### src/rtl/adc128s102_responder.sv
// adc128s102_responder: SPI slave that emulates an ADC128S102, serving 12-bit channel samples framed by cs_n.
module adc128s102_responder #(
    parameter int SYNC_STAGES = 2,
    parameter logic [2:0] RESET_ADDR = 3'b000
) (
    input  logic        clk_128M,
    input  logic        reset,
    input  logic        cs_n,
    input  logic        sck,
    input  logic        din,
    input  logic [95:0] ch_data,
    output logic        dout,
    output logic        dout_oe,
    output logic [2:0]  addr_cur,
    output logic        frame_done,
    output logic        frame_abort
);
    typedef enum logic [1:0] {IDLE, ACTIVE, OVERRUN} state_t;
    state_t state, state_next;
    logic [SYNC_STAGES-1:0] cs_sync, sck_sync, din_sync, live;
    logic cs_dly, sck_dly, armed;
    logic cs_s, sck_s, din_s, cs_fall, cs_rise, sck_fall, sck_rise;
    logic [15:0] shift_reg, shift_next;
    logic [4:0] bit_cnt, cnt_next;
    logic [2:0] addr_nxt, an_next, ac_next;
    logic done_next, abort_next;
    assign cs_s = cs_sync[SYNC_STAGES-1];
    assign sck_s = sck_sync[SYNC_STAGES-1];
    assign din_s = din_sync[SYNC_STAGES-1];
    assign cs_fall = cs_dly & ~cs_s & armed;
    assign cs_rise = ~cs_dly & cs_s;
    assign sck_fall = sck_dly & ~sck_s;
    assign sck_rise = ~sck_dly & sck_s;
    assign dout_oe = state != IDLE;
    assign dout = dout_oe & shift_reg[15];
    // Synchronize pins; armed requires a genuinely high cs after reset so a low-held cs_n cannot start a frame
    always_ff @(posedge clk_128M) begin
        if (reset) begin
            cs_sync  <= '1;
            sck_sync <= '1;
            din_sync <= '1;
            cs_dly   <= 1'b1;
            sck_dly  <= 1'b1;
            live     <= '0;
            armed    <= 1'b0;
        end else begin
            cs_sync  <= {cs_sync[SYNC_STAGES-2:0], cs_n};
            sck_sync <= {sck_sync[SYNC_STAGES-2:0], sck};
            din_sync <= {din_sync[SYNC_STAGES-2:0], din};
            cs_dly   <= cs_s;
            sck_dly  <= sck_s;
            live     <= {live[SYNC_STAGES-2:0], 1'b1};
            armed    <= armed | (live[SYNC_STAGES-1] & cs_s);
        end
    end
    // State and datapath registers
    always_ff @(posedge clk_128M) begin
        if (reset) begin
            state       <= IDLE;
            shift_reg   <= '0;
            bit_cnt     <= '0;
            addr_nxt    <= '0;
            addr_cur    <= RESET_ADDR;
            frame_done  <= 1'b0;
            frame_abort <= 1'b0;
        end else begin
            state       <= state_next;
            shift_reg   <= shift_next;
            bit_cnt     <= cnt_next;
            addr_nxt    <= an_next;
            addr_cur    <= ac_next;
            frame_done  <= done_next;
            frame_abort <= abort_next;
        end
    end
    // Frame sequencing: load on cs fall, shift on sck fall, count and capture address on sck rise
    always_comb begin
        state_next = state;
        shift_next = shift_reg;
        cnt_next   = bit_cnt;
        an_next    = addr_nxt;
        ac_next    = addr_cur;
        done_next  = 1'b0;
        abort_next = 1'b0;
        case (state)
            IDLE: begin
                if (cs_fall) begin
                    state_next = ACTIVE;
                    shift_next = {4'b0000, ch_data[12*addr_cur +: 12]};
                    cnt_next   = '0;
                    an_next    = '0;
                end
            end
            ACTIVE: begin
                if (cs_rise) begin
                    state_next = IDLE;
                    abort_next = 1'b1;
                end else if (sck_fall) begin
                    shift_next = {shift_reg[14:0], 1'b0};
                end else if (sck_rise) begin
                    cnt_next = bit_cnt + 5'd1;
                    if (bit_cnt == 5'd2) an_next[2] = din_s;
                    if (bit_cnt == 5'd3) an_next[1] = din_s;
                    if (bit_cnt == 5'd4) an_next[0] = din_s;
                    if (bit_cnt == 5'd15) begin
                        ac_next    = addr_nxt;
                        done_next  = 1'b1;
                        state_next = OVERRUN;
                    end
                end
            end
            OVERRUN: begin
                if (cs_rise) state_next = IDLE;
                else if (sck_fall) shift_next = {shift_reg[14:0], 1'b0};
            end
            default: state_next = IDLE;
        endcase
    end
endmodule

### config.mk
export PLATFORM = sky130hd
export DESIGN_NAME = adc128s102_responder
export DESIGN_NICKNAME = d
export VERILOG_FILES = /design/src/rtl/adc128s102_responder.sv
export SDC_FILE = /design/constraint.sdc
export NUM_CORES = 1
export LEC_CHECK = 0
export ABC_AREA = 1
export CAP_MARGIN = 0
export CORE_MARGIN = 4
export CORE_UTILIZATION = 40
export DETAILED_ROUTE_END_ITERATION = 16
export GPL_ROUTABILITY_DRIVEN = 0
export MAX_ROUTING_LAYER = met4
export PLACE_DENSITY_LB_ADDON = 0.25
export RECOVER_POWER = 100
export SETUP_SLACK_MARGIN = 0.05
export SLEW_MARGIN = 20
export SYNTH_ARGS = -nofsm -noshare
export SYNTH_HDL_FRONTEND = slang
export SYNTH_SLANG_ARGS = --single-unit
export TNS_END_PERCENT = 50
### constraint.sdc
create_clock -name clk_128M -period 1.9 [get_ports clk_128M]
set_clock_uncertainty 0.2 [all_clocks]
set_input_delay 0.38 -clock clk_128M [delete_from_list [all_inputs] [get_ports clk_128M]]
set_output_delay 0.38 -clock clk_128M [all_outputs]
set_load 0.02 [all_outputs]
# --- After elaboration in Yosys (flattened, before gate mapping) ---
# Cells that the tools add are included.
op_classes:
  mux: 27
  n_mul: 1
  bitwise_logic: 16
  div_mod_pow: 0
  n_reduce_logical: 14
  shift: 1
  addsub: 1
  magnitude_cmp: 0
  n_eq_ne: 19
ops:
  columns: ["cell", "count"]
  rows:
  - ["$shiftx 96x8->12", 1]
  - ["$mux 16", 3]
  - ["$pmux 16 s2", 1]
  - ["$mux 5", 4]
  - ["$ne 2x2->1 const B", 9]
  - ["$reduce_and 6->1", 3]
  - ["$reduce_and 5->1", 3]
  - ["$mux 2", 6]
  - ["$mux 3", 4]
  - ["$eq 5x2->1 const B", 2]
  - ["$pmux 5 s2", 1]
  - ["$ne 3x3->1 const B", 3]
  - ["$not 1->1", 8]
  - ["$and 1x1->1", 7]
  - ["$mux 1", 6]
  - ["$pmux 2 s3", 1]
  - ["$pmux 3 s2", 1]
  - ["$reduce_bool 2->1", 3]
  - ["$add 5x1->5 const B", 1]
  - ["$eq 5x3->1 const B", 1]
  - ["$eq 5x4->1 const B", 1]
  - ["$mul 2x3->5 const A", 1]
  - ["$reduce_or 5->1", 1]
  - ["$reduce_and 4->1", 1]
  - ["6 further kinds", 7]
word_totals:
  word_cells: 96
  in_bits: 101
  output_inout_bits: 7
  mem_count: 0
  latchBits: 0
  romBits: 0
  ff_bits: 42
  ramBits: 0

# --- Longest topological paths before layout ---
# Gate-level depths: netlist of the first run.
logic_depth:
  ltp_word: 6
  depth_mapped: 11
  ltp_nobuf: 10

# --- Worst setup path before layout of the first run ---
# Ideal clock, no wire load.
synth_path:
  kind: "register to register"
  startpoint: "reg state[0]"
  endpoint: "reg shift_reg[1]"
  path_slack_ns: 0.146
  arrival_time_ns: 1.438
  setup_ns: 0.117
  path_stages_with_launch: 11
  synth_period_minus_slack_ns: 1.754
  path_cell_list: "dfxtp_1 > inv_1 > ha_1 > buf_6 > nand2_1 > nand2_1 > inv_2 > nand2_4 > buf_6 > nor2_1 > a21oi_1"
synth_via:
  elab_chain_len: 4
  elab_cells_between_ends: 10
  classes_between: "eq/ne: 5; mux: 1; reduce/logical: 4"
synth_lines:
  columns: ["item", "line_no", "source"]
  rows:
  - ["from (decl)", "19", "state_t state, state_next;"]
  - ["from (signal assigned)", "67", "state <= state_next;"]
  - ["$eq 2x2->1 / $eq 2x1->1 (equally long branches)", "85", "case (state)"]
  - ["$reduce_or 2->1 (no line)", null, null]
  - ["$ne 2x1->1 (no line), or another cell as far along", null, null]
  - ["$reduce_and 4->1 (no line)", null, null]
  - ["to (signal assigned)", "68", "shift_reg <= shift_next;"]
  - ["to (decl)", "23", "logic [15:0] shift_reg, shift_next;"]
# Several ways; a longest one is shown, not always the timed one.
# A chain may end at the register's enable or synchronous reset.

# --- Worst setup path in the final report of the first run ---
layout_path:
  startpoint: "reg state[0]"
  endpoint: "out dout_oe"
layout_via:
  elab_chain_len: 1
layout_lines:
  columns: ["item", "line_no", "source"]
  rows:
  - ["$reduce_bool 2->1", "34", "assign dout_oe = state != IDLE;"]
  - ["to (decl)", "13", "output logic dout_oe,"]
# No other way between the ends.

==> results of run 1 <==
power by group through the flow:
stage               Sequential (µW)  Clock (µW)  Combinational [µW]
global route                   1020         588                1270
finish                         1010         538                1140
CTS                            1010         548                1080
floorplan                      1020           0                 650
detailed placement             1030           0                1070
global placement               1020           0                1050
worst register-to-register path: stages, from the launching register on:
cell and delay (ns):
dfxtp_1 0.32, inv_1 0.08, ha_2 0.19, buf_4 0.12, nand4_1 0.17, nand2_4 0.18, clkbuf_2 0.18, nand3_1 0.09
nand2_1 0.07, a21oi_1 0.06
cells in the mapped netlist:
cell,n
buf_6,2
a21oi_1,28
dfxtp_1,42
clkbuf_1,8
nor3_2,1
nor2_1,28
o21ai_0,6
nand2_2,2
buf_2,14
nor3b_1,1
nand2_4,2
nand2_1,190
nand3_1,96
nand4_1,2
inv_1,103
nor2_4,1
or2_2,6
ha_1,8
inv_2,4
per-stage QoR:
step | power (µW) | util
after global placement | 2070 | 0.582
final | 2690 | 0.598
after CTS | 2640 | 0.592
after floorplan | 1670 | -
after detailed placement | 2100 | 0.582
after global routing | 2870 | 0.598
layout by cell type (no fill, tap or decap), types with 3 or more instances in the layout:
| cell | instances |
|---|---|
| inv_2 | 4 |
| nand3_1 | 96 |
| inv_1 | 102 |
| clkdlybuf4s50_1 | 101 |
| nor2_1 | 28 |
| dfxtp_1 | 41 |
| o21ai_0 | 5 |
| buf_4 | 15 |
| nand2_1 | 188 |
| nand2_4 | 3 |
| dlygate4sd2_1 | 3 |
| ha_1 | 6 |
| or2_2 | 6 |
| clkbuf_8 | 5 |
| a21oi_1 | 27 |
| nand2_2 | 4 |
layout make-up:
| type | instances | area [µm²] |
|---|---|---|
| fillers | 683 | 2950 |
| multi-input cells | 372 | 1710 |
| repair buffers | 128 | 1230 |
| flip-flops and latches | 42 | 842 |
| inverters | 107 | 404 |
| well taps | 99 | 124 |
| clock buffers | 5 | 68.8 |
| clock inverters | 2 | 10.0 |
cell families after synthesis:
kind of cell | after synthesis | share of synthesized area
buffers and inverters | 131 | 0.172
AOI/OAI and AO/OA | 34 | 0.0558
and+or+nand+nor | 329 | 0.463
adders and majority gates | 8 | 0.0328
DFF | 42 | 0.276
worst max path at each step:
stage / endpoint / slack (ns) / cells past startpoint
floorplan: shift_reg[1] / 0.15 / 10
global placement: dout / 0.03 / 4
detailed placement: dout / 0.008 / 4
global route: addr_nxt[0] / 0.02 / 11
CTS: shift_reg[8] / 0.05 / 9
finish: dout_oe / 0.09 / 4
what timing repair did:
item	in CTS	in global routing
endpoints found under the setup margin	5	31
cloned	0	1
pin swaps	0	5
gates resized for setup	10	15
setup buffers	0	3
layer usage:
metal | vias to the layer above | global-route usage | share of wire
li1 | 1870 | - | -
met1 | 1517 | 0.235 | 0.43
met2 | 104 | 0.332 | 0.49
met3 | 20 | 0.0284 | 0.058
met4 | 0 | 0.0673 | 0.031
met5 | - | - | 0
==> metrics.md, run 1 <==
| Metric | Value |
|---|---|
| NumNets Final | `765` |
| P&R area growth vs syn | `43.8%` |
| Max FFs per register | `16` |
| Clock Path Buffers | `2` |
| Hold Vio Cnt, Final | `0` |
| Clock buffer count from CTS | `5` |
| Arr. time, crit path | `1.23 ns` |
| Final WL | `8.70 mm` |
| Clock root buffer | `clkbuf_8` |
| GR Util All Layers | `0.195` |
| Worst reg-to-reg setup slack | `0.13 ns` |
| Max incr delay on CP | `0.35 ns` |
| Avg Cell Area, Syn | `5.60 µm²` |
| Total die area | `9080 µm²` |
| R2R Path End | `shift_reg[5]` |
| Clk_lat worst skew | `0.29 ns` |
| Post-place setup slack | `0.00809 ns` |
| Die height | `95.3 µm` |
| Final Max Tran Viols | `0` |
| Least-Margin Pin Slew | `0.418 ns` |
| Number of global-route vias before repair | `3165` |
| Sw Pwr | `945 µW` |
| FF-to-FF Start | `state[0]` |
| Switching share of power | `0.351` |
| Combinational Power Share | `0.425` |
| Port Buffer Count | `107` |
| Initial DRT Pass Iterations | `4` |
| Crit-path leading delay family | `buffers and inverters` |
| Required @ worst endpoint | `1.32 ns` |
| R2R depth | `9` |
| Final setup viols | `0` |
| Core area | `7330 µm²` |
| YS warnings | `0` |
| First-pass GRT wire length | `13.9 mm` |
| Fmax | `0.553 GHz` |
| Final worst-path cycle share | `0.951` |
| Total leakage power | `0.00219 µW` |
| Average wire per standard cell | `11.5 µm` |
| IO Pins | `108` |
| Status | `finished clean` |
| Clock transition at the registers of the reported paths | `0.08 ns` |
| Most common cell on crit path | `inv_1` |
| Non-Filler Instances | `755` |
| Initial Utilization | `0.416` |
| H-tree depth | `2` |
| DRT iter0 DRCs | `169` |
| Post-Syn Area | `3050 µm²` |
| Dpl hpwl | `6.61 mm` |
| Peak supply drop | `0.476 mV` |
| Max_slew headroom | `0.721` |
| Cts hold-fix bufs | `0` |
| Antenna diode count | `0` |
| Number of distinct library cells after synthesis | `19` |
| Min-delay worst type | `reg2reg` |
| Startpoint Class | `flip-flop` |
| WHS Endpoint | `live[1]` |
| PnR worst setup slack | `0.0929 ns` |
| Post-place instance area | `4270 µm²` |
| Unrepaired setup endpoints after global routing | `true` |
| Max Cap Violations | `0` |
| Clk network pwr share | `0.200` |
| Final Cell Area | `4380 µm²` |
| Critical path's slowest cell | `dfxtp_1` |
| Top cells by area, synth | `dfxtp_1, nand2_1, nand3_1` |
| CTS tree | `built` |
| Number of remaining DRC errors | `0` |
| Crit Path Class | `reg2out` |
| Die Wd | `95.3 µm` |
| Post-route ant nets | `0` |
| Reg power frac | `0.375` |
| Clock sink count | `42` |
| Initial antenna violation count | `0` |
| CP Buf/Inv Count | `3` |
| Critical Path Start | `state[0]` |
| Seq/Total Area, Yosys | `0.276` |
| Syn_nets | `653` |
| Gr ovfl total | `0` |
| Leading area contributor after synthesis | `dfxtp_1` |
| Setup TNS | `0 ns` |
| Hold_sp | `live[0]` |
| Synth top area share | `0.276` |
| CP cell instances | `inv_1 > ha_2 > inv_1 > clkdlybuf4s15_2` |
| Layout cells sized above 1 | `0.0793` |
| Internal | `1740 µW` |
| Dpl cells | `744` |
| # rows | `31` |
| Largest net degree at the start of global routing | `49` |
| Synth Instances | `544` |
| Vias/cell | `4.65` |
| Element type at the critical path end | `primary output` |
| Power density cells | `614 nW/µm²` |
| Hold depth | `2` |
| Flops & latches, synth | `42` |
| Vias after detailed routing | `3511` |
| Worst Hold Slack | `0.200 ns` |
| Minimum clock period | `1.81 ns` |
| Worst Path Max Fanout | `3` |
Power figures use the tool's default switching activity.
==> inputs of run 2 (changes only) <==
ABC_AREA = unset   (was 1)
CTS_BUF_LIST = sky130_fd_sc_hd__clkbuf_16   (was unset)
REMOVE_ABC_BUFFERS = 1   (was unset)
==> run 2 against run 1 <==
Against the previous run: the flow now finishes with violations (setup timing); non-clock buffer count increased by 26; synthesized cell count fell by 53%; cell area up 0.83%; cell count fell by 37%; worst hold slack gained 0.011 ns; sequential cell count stayed put; sequential power down 9%; power down 7.4%; wire length fell by 9.7%; clock-buffer cell count stayed put; setup slack got worse by 0.098 ns.
==> metrics.md, run 2 <==
| Metric | Value |
|---|---|
| Reg power frac | `0.368 (-0.007)` |
| Max FFs per register | `16 (unchanged)` |
| Initial DRT Pass Iterations | `4 (unchanged)` |
| Power density cells | `563 nW/µm² (-8.2%)` |
| PnR worst setup slack | `-0.00555 ns (-0.0985 ns)` |
| Clk network pwr share | `0.330 (+0.130)` |
| Failing checks | `setup timing` |
| Final Max Tran Viols | `0 (unchanged)` |
| Element type at the critical path end | `flip-flop` |
| Worst reg-to-reg setup slack | `-0.006 ns (-0.14 ns)` |
| GR Util All Layers | `0.199 (+0.00395)` |
| NumNets Final | `504 (-34%)` |
| # rows | `29 (-6.5%)` |
| Clock root buffer | `clkbuf_16` |
| Crit Path Class | `reg2reg` |
| Largest net degree at the start of global routing | `27 (-45%)` |
| Total power | `2490 µW (-7.4%)` |
| Fmax | `0.525 GHz (-5.2%)` |
| Average wire per standard cell | `16.6 µm (+44%)` |
| Initial antenna violation count | `0 (unchanged)` |
| Clock Path Buffers | `2 (unchanged)` |
| Async SR Flop Fraction | `0 (unchanged)` |
| First-pass GRT wire length | `13.0 mm (-6.5%)` |
| Vias after detailed routing | `2610 (-26%)` |
| Crit path to | `shift_reg[0]` |
| Clock sink count | `42 (unchanged)` |
| Leading area contributor after synthesis | `dfxtp_1` |
| Total die area | `8100 µm² (-11%)` |
| Flops & latches, synth | `42 (unchanged)` |
| Clock buffer count from CTS | `5 (unchanged)` |
| Avg Cell Area, Syn | `10.5 µm² (+88%)` |
| Minimum clock period | `1.91 ns (+0.0985 ns)` |
| Number of distinct library cells after synthesis | `43 (+24)` |
| Leading cell type in the layout, fill and taps excluded | `clkdlybuf4s50_1` |
| IO Pins | `108 (unchanged)` |
| Top post-synthesis cells by count | `dfxtp_1, nand3_1, mux4_1, inv_1` |
| Top FF cell, synth | `dfxtp_1` |
| Total leakage power | `0.00163 µW (-26%)` |
| Post-Syn Area | `2690 µm² (-12%)` |
| H-tree depth | `2 (unchanged)` |
| Clock transition at the registers of the reported paths | `0.06 ns (-0.02 ns)` |
| Synth Instances | `256 (-53%)` |
| FF-to-FF Start | `addr_cur[0]` |
| Most frequent cell after synthesis | `dfxtp_1` |
| Antenna diode count | `0 (unchanged)` |
| Core area | `6420 µm² (-12%)` |
| Number of global-route vias before repair | `2801 (-12%)` |
| R2R Path End | `shift_reg[0]` |
| Seq/Total Area, Yosys | `0.313 (+0.0367)` |
| Internal | `1830 µW (+5.0%)` |
| Critical Path Start | `addr_cur[0]` |
| Hold Vio Cnt, Final | `0 (unchanged)` |
| Final WL | `7.86 mm (-9.7%)` |
| Min-delay worst type | `reg2reg` |
| CTS tree | `built` |
| R2R depth | `5 (-4)` |
| Die Wd | `90.0 µm (-5.5%)` |
| Combinational Power Share | `0.301 (-0.124)` |
| Cts hold-fix bufs | `0 (unchanged)` |
| Initial Utilization | `0.419 (+0.00309)` |
| Final setup viols | `1 (+1)` |
| Startpoint Class | `flip-flop` |
| Final Util | `0.688 (+0.0902)` |
| Worst Path Max Fanout | `5 (+2)` |
| YS warnings | `0 (unchanged)` |
| Layout cells sized above 1 | `0.313 (+0.234)` |
| Vias/cell | `5.52 (+19%)` |
| Number of remaining DRC errors | `0 (unchanged)` |
| Sw Pwr | `659 µW (-30%)` |
| Peak supply drop | `0.384 mV (-19%)` |
| Status | `complete, but fails checks` |
| Required @ worst endpoint | `1.87 ns (+0.55 ns)` |
| Final worst-path cycle share | `1.00 (+0.0518)` |
| Post-route ant nets | `0 (unchanged)` |
| Gr ovfl total | `0 (unchanged)` |
| Clk_lat worst skew | `0.28 ns (about the same)` |
| Arr. time, crit path | `1.88 ns (+0.65 ns)` |
| Synth top area share | `0.313 (+0.0367)` |
| Port Buffer Count | `107 (unchanged)` |
| P&R area growth vs syn | `64.3%` |
| Number of enable flip-flop cells after synthesis | `0 (unchanged)` |
| Die height | `90.0 µm (-5.5%)` |
| Unrepaired setup endpoints after global routing | `true` |
| Dpl hpwl | `5.60 mm (-15%)` |
| DRT iter0 DRCs | `201 (+19%)` |
| Least-Margin Pin Slew | `0.687 ns (+0.270 ns)` |
| Max_slew headroom | `0.542 (-0.179)` |
| Top cells by area, synth | `dfxtp_1, mux4_1, mux4_2` |
| Switching share of power | `0.265 (-0.0867)` |
| Max Cap Violations | `0 (unchanged)` |
| Most frequent cells in the layout | `clkdlybuf4s50_1, buf_4, dfxtp_1, nand3_1, mux4_2` |
[run 2: cell count changes after synthesis, sizes merged, moves of 5 or more]
cell | before | now
mux4 | 0 | 24
a21oi | 28 | 14
inv | 107 | 15
mux2 | 0 | 8
mux2i | 0 | 11
nand2 | 194 | 14
nand4 | 2 | 10
nand3 | 96 | 22
nor3 | 1 | 6
o311ai | 0 | 8
nor2 | 29 | 9
[run 2: cell families after synthesis]
family,count (synthesis),synth area share
compound gates,37,0.101
flops,42,0.313
fa+ha+maj,8,0.0372
mux,43,0.298
simple gates,88,0.180
buf+inv,38,0.0721
[run 2: how the worst min path moves through the flow]
stage / startpoint / end / slack, ns / cells after the start
final: din_sync[0] / din_sync[1] / 0.21 / 1
after global routing: sck_sync[0] / sck_sync[1] / 0.22 / 1
after CTS: sck_sync[0] / sck_sync[1] / 0.21 / 1
after detailed placement: din_sync[0] / din_sync[1] / 0.20 / 1
after global placement: cs_sync[0] / cs_sync[1] / 0.19 / 1
after floorplan: cs_sync[0] / cs_sync[1] / 0.19 / 1
[run 2: layer usage]
layer	up-vias	share of wire	global-route usage	routed length, µm
li1	1255	-	-	-
met1	1227	0.41	0.237	3240
met2	113	0.50	0.337	3960
met3	15	0.066	0.0501	515
met4	0	0.018	0.0510	140
met5	-	0	-	0
[run 2: power groups by stage]
stage	combinational, µW	clock, µW	sequential, µW
after global placement	637	0	935
after floorplan	258	0	934
after CTS	710	834	916
after detailed placement	652	0	936
final	750	823	917
after global routing	813	869	920
[run 2: area by class of cell]
cell class,instances,area (µm²)
clock inverter,3,16.3
fill,486,2000
sequential,42,848
multi-input combinational,176,1770
clock buffer,5,125
timing repair buffer,154,1510
tap,77,96.3
inverter,16,60.1
[run 2: repair_timing]
action                     CTS  global route
setup endpoints to repair   29            28
pin swaps                    5             7
setup buffers                1             3
cloned                       2             1
gates resized for setup     44            26
[run 2: critical path: stages, from the launching register on]
cell,delay [ns]
dfxtp_4,0.44
buf_16,0.14
mux4_1,0.53
mux2i_1,0.21
nor3_2,0.06
a41o_1,0.21
[run 2: metrics by stage]
| stage | cell area (µm²) | std cells | worst slack (ns) | setup TNS [ns] | hold slack [ns] |
|---|---|---|---|---|---|
| after floorplan | 2560 | 234 | -0.499 | -6.45 | 0.189 |
| after global placement | 4070 | 459 | -0.145 | -1.70 | 0.191 |
| after detailed placement | 4070 | 459 | -0.208 | -2.35 | 0.195 |
| after CTS | 4340 | 470 | -0.0186 | -0.0592 | 0.215 |
| after global routing | 4420 | 473 | -0.0590 | -0.407 | 0.220 |
| final | 4420 | 473 | -0.00555 | -0.00555 | 0.211 |
==> inputs of run 3 (changes only) <==
TNS_END_PERCENT = 100   (was 50)
==> run 3 against run 2 <==
Against the previous run: the flow now finishes without violations; setup slack improved by 0.016 ns; critical path depth did not move; non-clock buffer count rose by 5; global-route usage rose by 0.51 points; die area did not move; sequential cell count did not move; sequential power barely moved; utilization rose by 0.68 points; clock power barely moved; fmax rose by 0.87%; sequential share of layout area fell by 0.10 points; critical path type unchanged; largest cell class unchanged.
==> metrics.md, run 3 (synthesis gave the netlist of run 2 again) <==
| Metric | Value |
|---|---|
| Reg area | `852 µm² (+0.44%)` |
| Post-place setup slack | `-0.208 ns (unchanged)` |
| Required @ worst endpoint | `1.85 ns (-0.02 ns)` |
| Antenna diode count | `0 (unchanged)` |
| Leading cell type in the layout, fill and taps excluded | `clkdlybuf4s50_1` |
| Vias after detailed routing | `2643 (+1.3%)` |
| Power density cells | `560 nW/µm² (-0.68%)` |
| Most frequent cells in the layout | `clkdlybuf4s50_1, buf_4, dfxtp_1, mux4_2, nand3_1` |
| Initial DRT Pass Iterations | `4 (unchanged)` |
| Least-Margin Pin Slew | `0.720 ns (+0.0330 ns)` |
| Clock sink count | `42 (unchanged)` |
| Cts hold-fix bufs | `0 (unchanged)` |
| Hold Vio Cnt, Final | `0 (unchanged)` |
| Fmax | `0.529 GHz (+0.87%)` |
| GR Util All Layers | `0.204 (+0.00513)` |
| Die Wd | `90.0 µm (unchanged)` |
| Final Cell Area | `4460 µm² (+0.99%)` |
| Final Max Tran Viols | `0 (unchanged)` |
| Max Cap Violations | `0 (unchanged)` |
| Setup TNS | `0 ns (+0.00555 ns)` |
| IO Pins | `108 (unchanged)` |
| Min-delay worst type | `reg2reg` |
| Max FFs per register | `16 (unchanged)` |
| Largest net degree at the start of global routing | `27 (unchanged)` |
| Number of global-route vias before repair | `2806 (+0.18%)` |
| Port Buffer Count | `107 (unchanged)` |
| Vias/cell | `5.53 (+0.21%)` |
| # rows | `29 (unchanged)` |
| Clock Path Buffers | `2 (unchanged)` |
| Post-place instance area | `4070 µm² (unchanged)` |
| Final WL | `8.14 mm (+3.6%)` |
| Clock buffer count from CTS | `5 (unchanged)` |
| Clock root buffer | `clkbuf_16` |
| Max_slew headroom | `0.520 (-0.0220)` |
| Core area | `6420 µm² (unchanged)` |
| Peak supply drop | `0.373 mV (-3.1%)` |
| CTS tree | `built` |
| DRT iter0 DRCs | `206 (+2.5%)` |
| Startpoint Class | `flip-flop` |
| CP Buf/Inv Count | `1 (unchanged)` |
| Total leakage power | `0.00165 µW (+1.7%)` |
| Initial antenna violation count | `0 (unchanged)` |
| Worst Path Max Fanout | `6 (+1)` |
| H-tree depth | `2 (unchanged)` |
| Gr ovfl total | `0 (unchanged)` |
| Clock transition at the registers of the reported paths | `0.06 ns (about the same)` |
| Max incr delay on CP | `0.49 ns (-0.04 ns)` |
| Average wire per standard cell | `17.0 µm (+2.5%)` |
| Unrepaired setup endpoints after global routing | `true` |
| Multi-input logic area | `1770 µm² (-0.21%)` |
| Layout fillers | `478 (-1.6%)` |
| Clk_lat worst skew | `0.28 ns (about the same)` |
| Worst Hold Slack | `0.210 ns (-0.000923 ns)` |
| CP cell instances | `buf_12 > mux4_2 > mux2_4 > nand3_2 > o311ai_2` |
| Initial Utilization | `0.419 (unchanged)` |
| Critical path's slowest cell | `mux4_2` |
| Die height | `90.0 µm (unchanged)` |
| Dpl hpwl | `5.60 mm (unchanged)` |
| First-pass GRT wire length | `13.3 mm (+2.2%)` |
| NumNets Final | `509 (+0.99%)` |
| Layout cells sized above 1 | `0.329 (+0.0160)` |
| P&R area growth vs syn | `66.0%` |
| Final setup viols | `0 (-1)` |
| Status | `finished clean` |
| Minimum clock period | `1.89 ns (-0.0165 ns)` |
| PnR worst setup slack | `0.0109 ns (+0.0165 ns)` |
| Crit-path leading delay family | `multiplexers` |
| Final worst-path cycle share | `0.994 (-0.00866)` |
| Post-route ant nets | `0 (unchanged)` |
| Crit Path Class | `reg2reg` |
| Arr. time, crit path | `1.84 ns (-0.04 ns)` |
| Total die area | `8100 µm² (unchanged)` |
| Element type at the critical path end | `flip-flop` |
| Number of remaining DRC errors | `0 (unchanged)` |
==> run 3: cell count changes in the layout (fill, tap and decap cells not counted), sizes merged <==
| cell | delta |
|---|---|
| buf | +6 |
| clkdlybuf4s15 | -1 |
| clkdlybuf4s25 | +1 |
| dlygate4sd3 | +1 |
| clkdlybuf4s50 | -1 |
| clkbuf | -1 |
==> run 3: area by class of cell <==
type | count | share of cell area
multi-input cells | 176 | 0.395
repair buffers | 159 | 0.347
clock inverters | 3 | 0.00364
well taps | 77 | 0.0216
inverters | 16 | 0.0135
clock buffers | 5 | 0.0280
flip-flops and latches | 42 | 0.191
==> run 3: worst reg2reg max path, cell delays in order (launching register included) <==
cell and delay, ns:
dfxtp_4 0.42, buf_12 0.15, mux4_2 0.50, mux2_4 0.29
nand3_2 0.09, o311ai_2 0.12
==> run 3: path summary, 6_finish.rpt <==
check,start,endpoint,slack [ns],cells past startpoint
max,addr_cur[0],shift_reg[6],0.01,5
min,din_sync[0],din_sync[1],0.21,1
max reg2reg,addr_cur[0],shift_reg[6],0.01,5
min reg2reg,din_sync[0],din_sync[1],0.21,1
==> run 3: layer usage <==
metal,GRT usage,wire [µm],up-vias
li1,-,-,1262
met1,0.244,3300,1267
met2,0.356,4210,108
met3,0.0376,565,6
met4,0.0510,65,0
met5,-,0,-
==> run 3: where the power goes <==
part | switching [µW] | internal (µW)
combinational | 305 | 449
sequential | 14.7 | 903
clock | 346 | 480
==> run 3: what timing repair did <==
action,CTS,global route
gates resized for setup,45,30
gates cloned,3,0
buffers inserted,7,2
endpoints found under the setup margin,29,28
pin swaps,3,8
==> run 3: stage by stage <==
| stage | power, µW | util | cells |
|---|---|---|---|
| final | 2500 | 0.695 | 478 |
| after global routing | 2600 | 0.695 | 478 |
| after CTS | 2460 | 0.688 | 477 |
| after floorplan | 1190 | - | 234 |
| after detailed placement | 1590 | 0.634 | 459 |
| after global placement | 1570 | 0.634 | 459 |
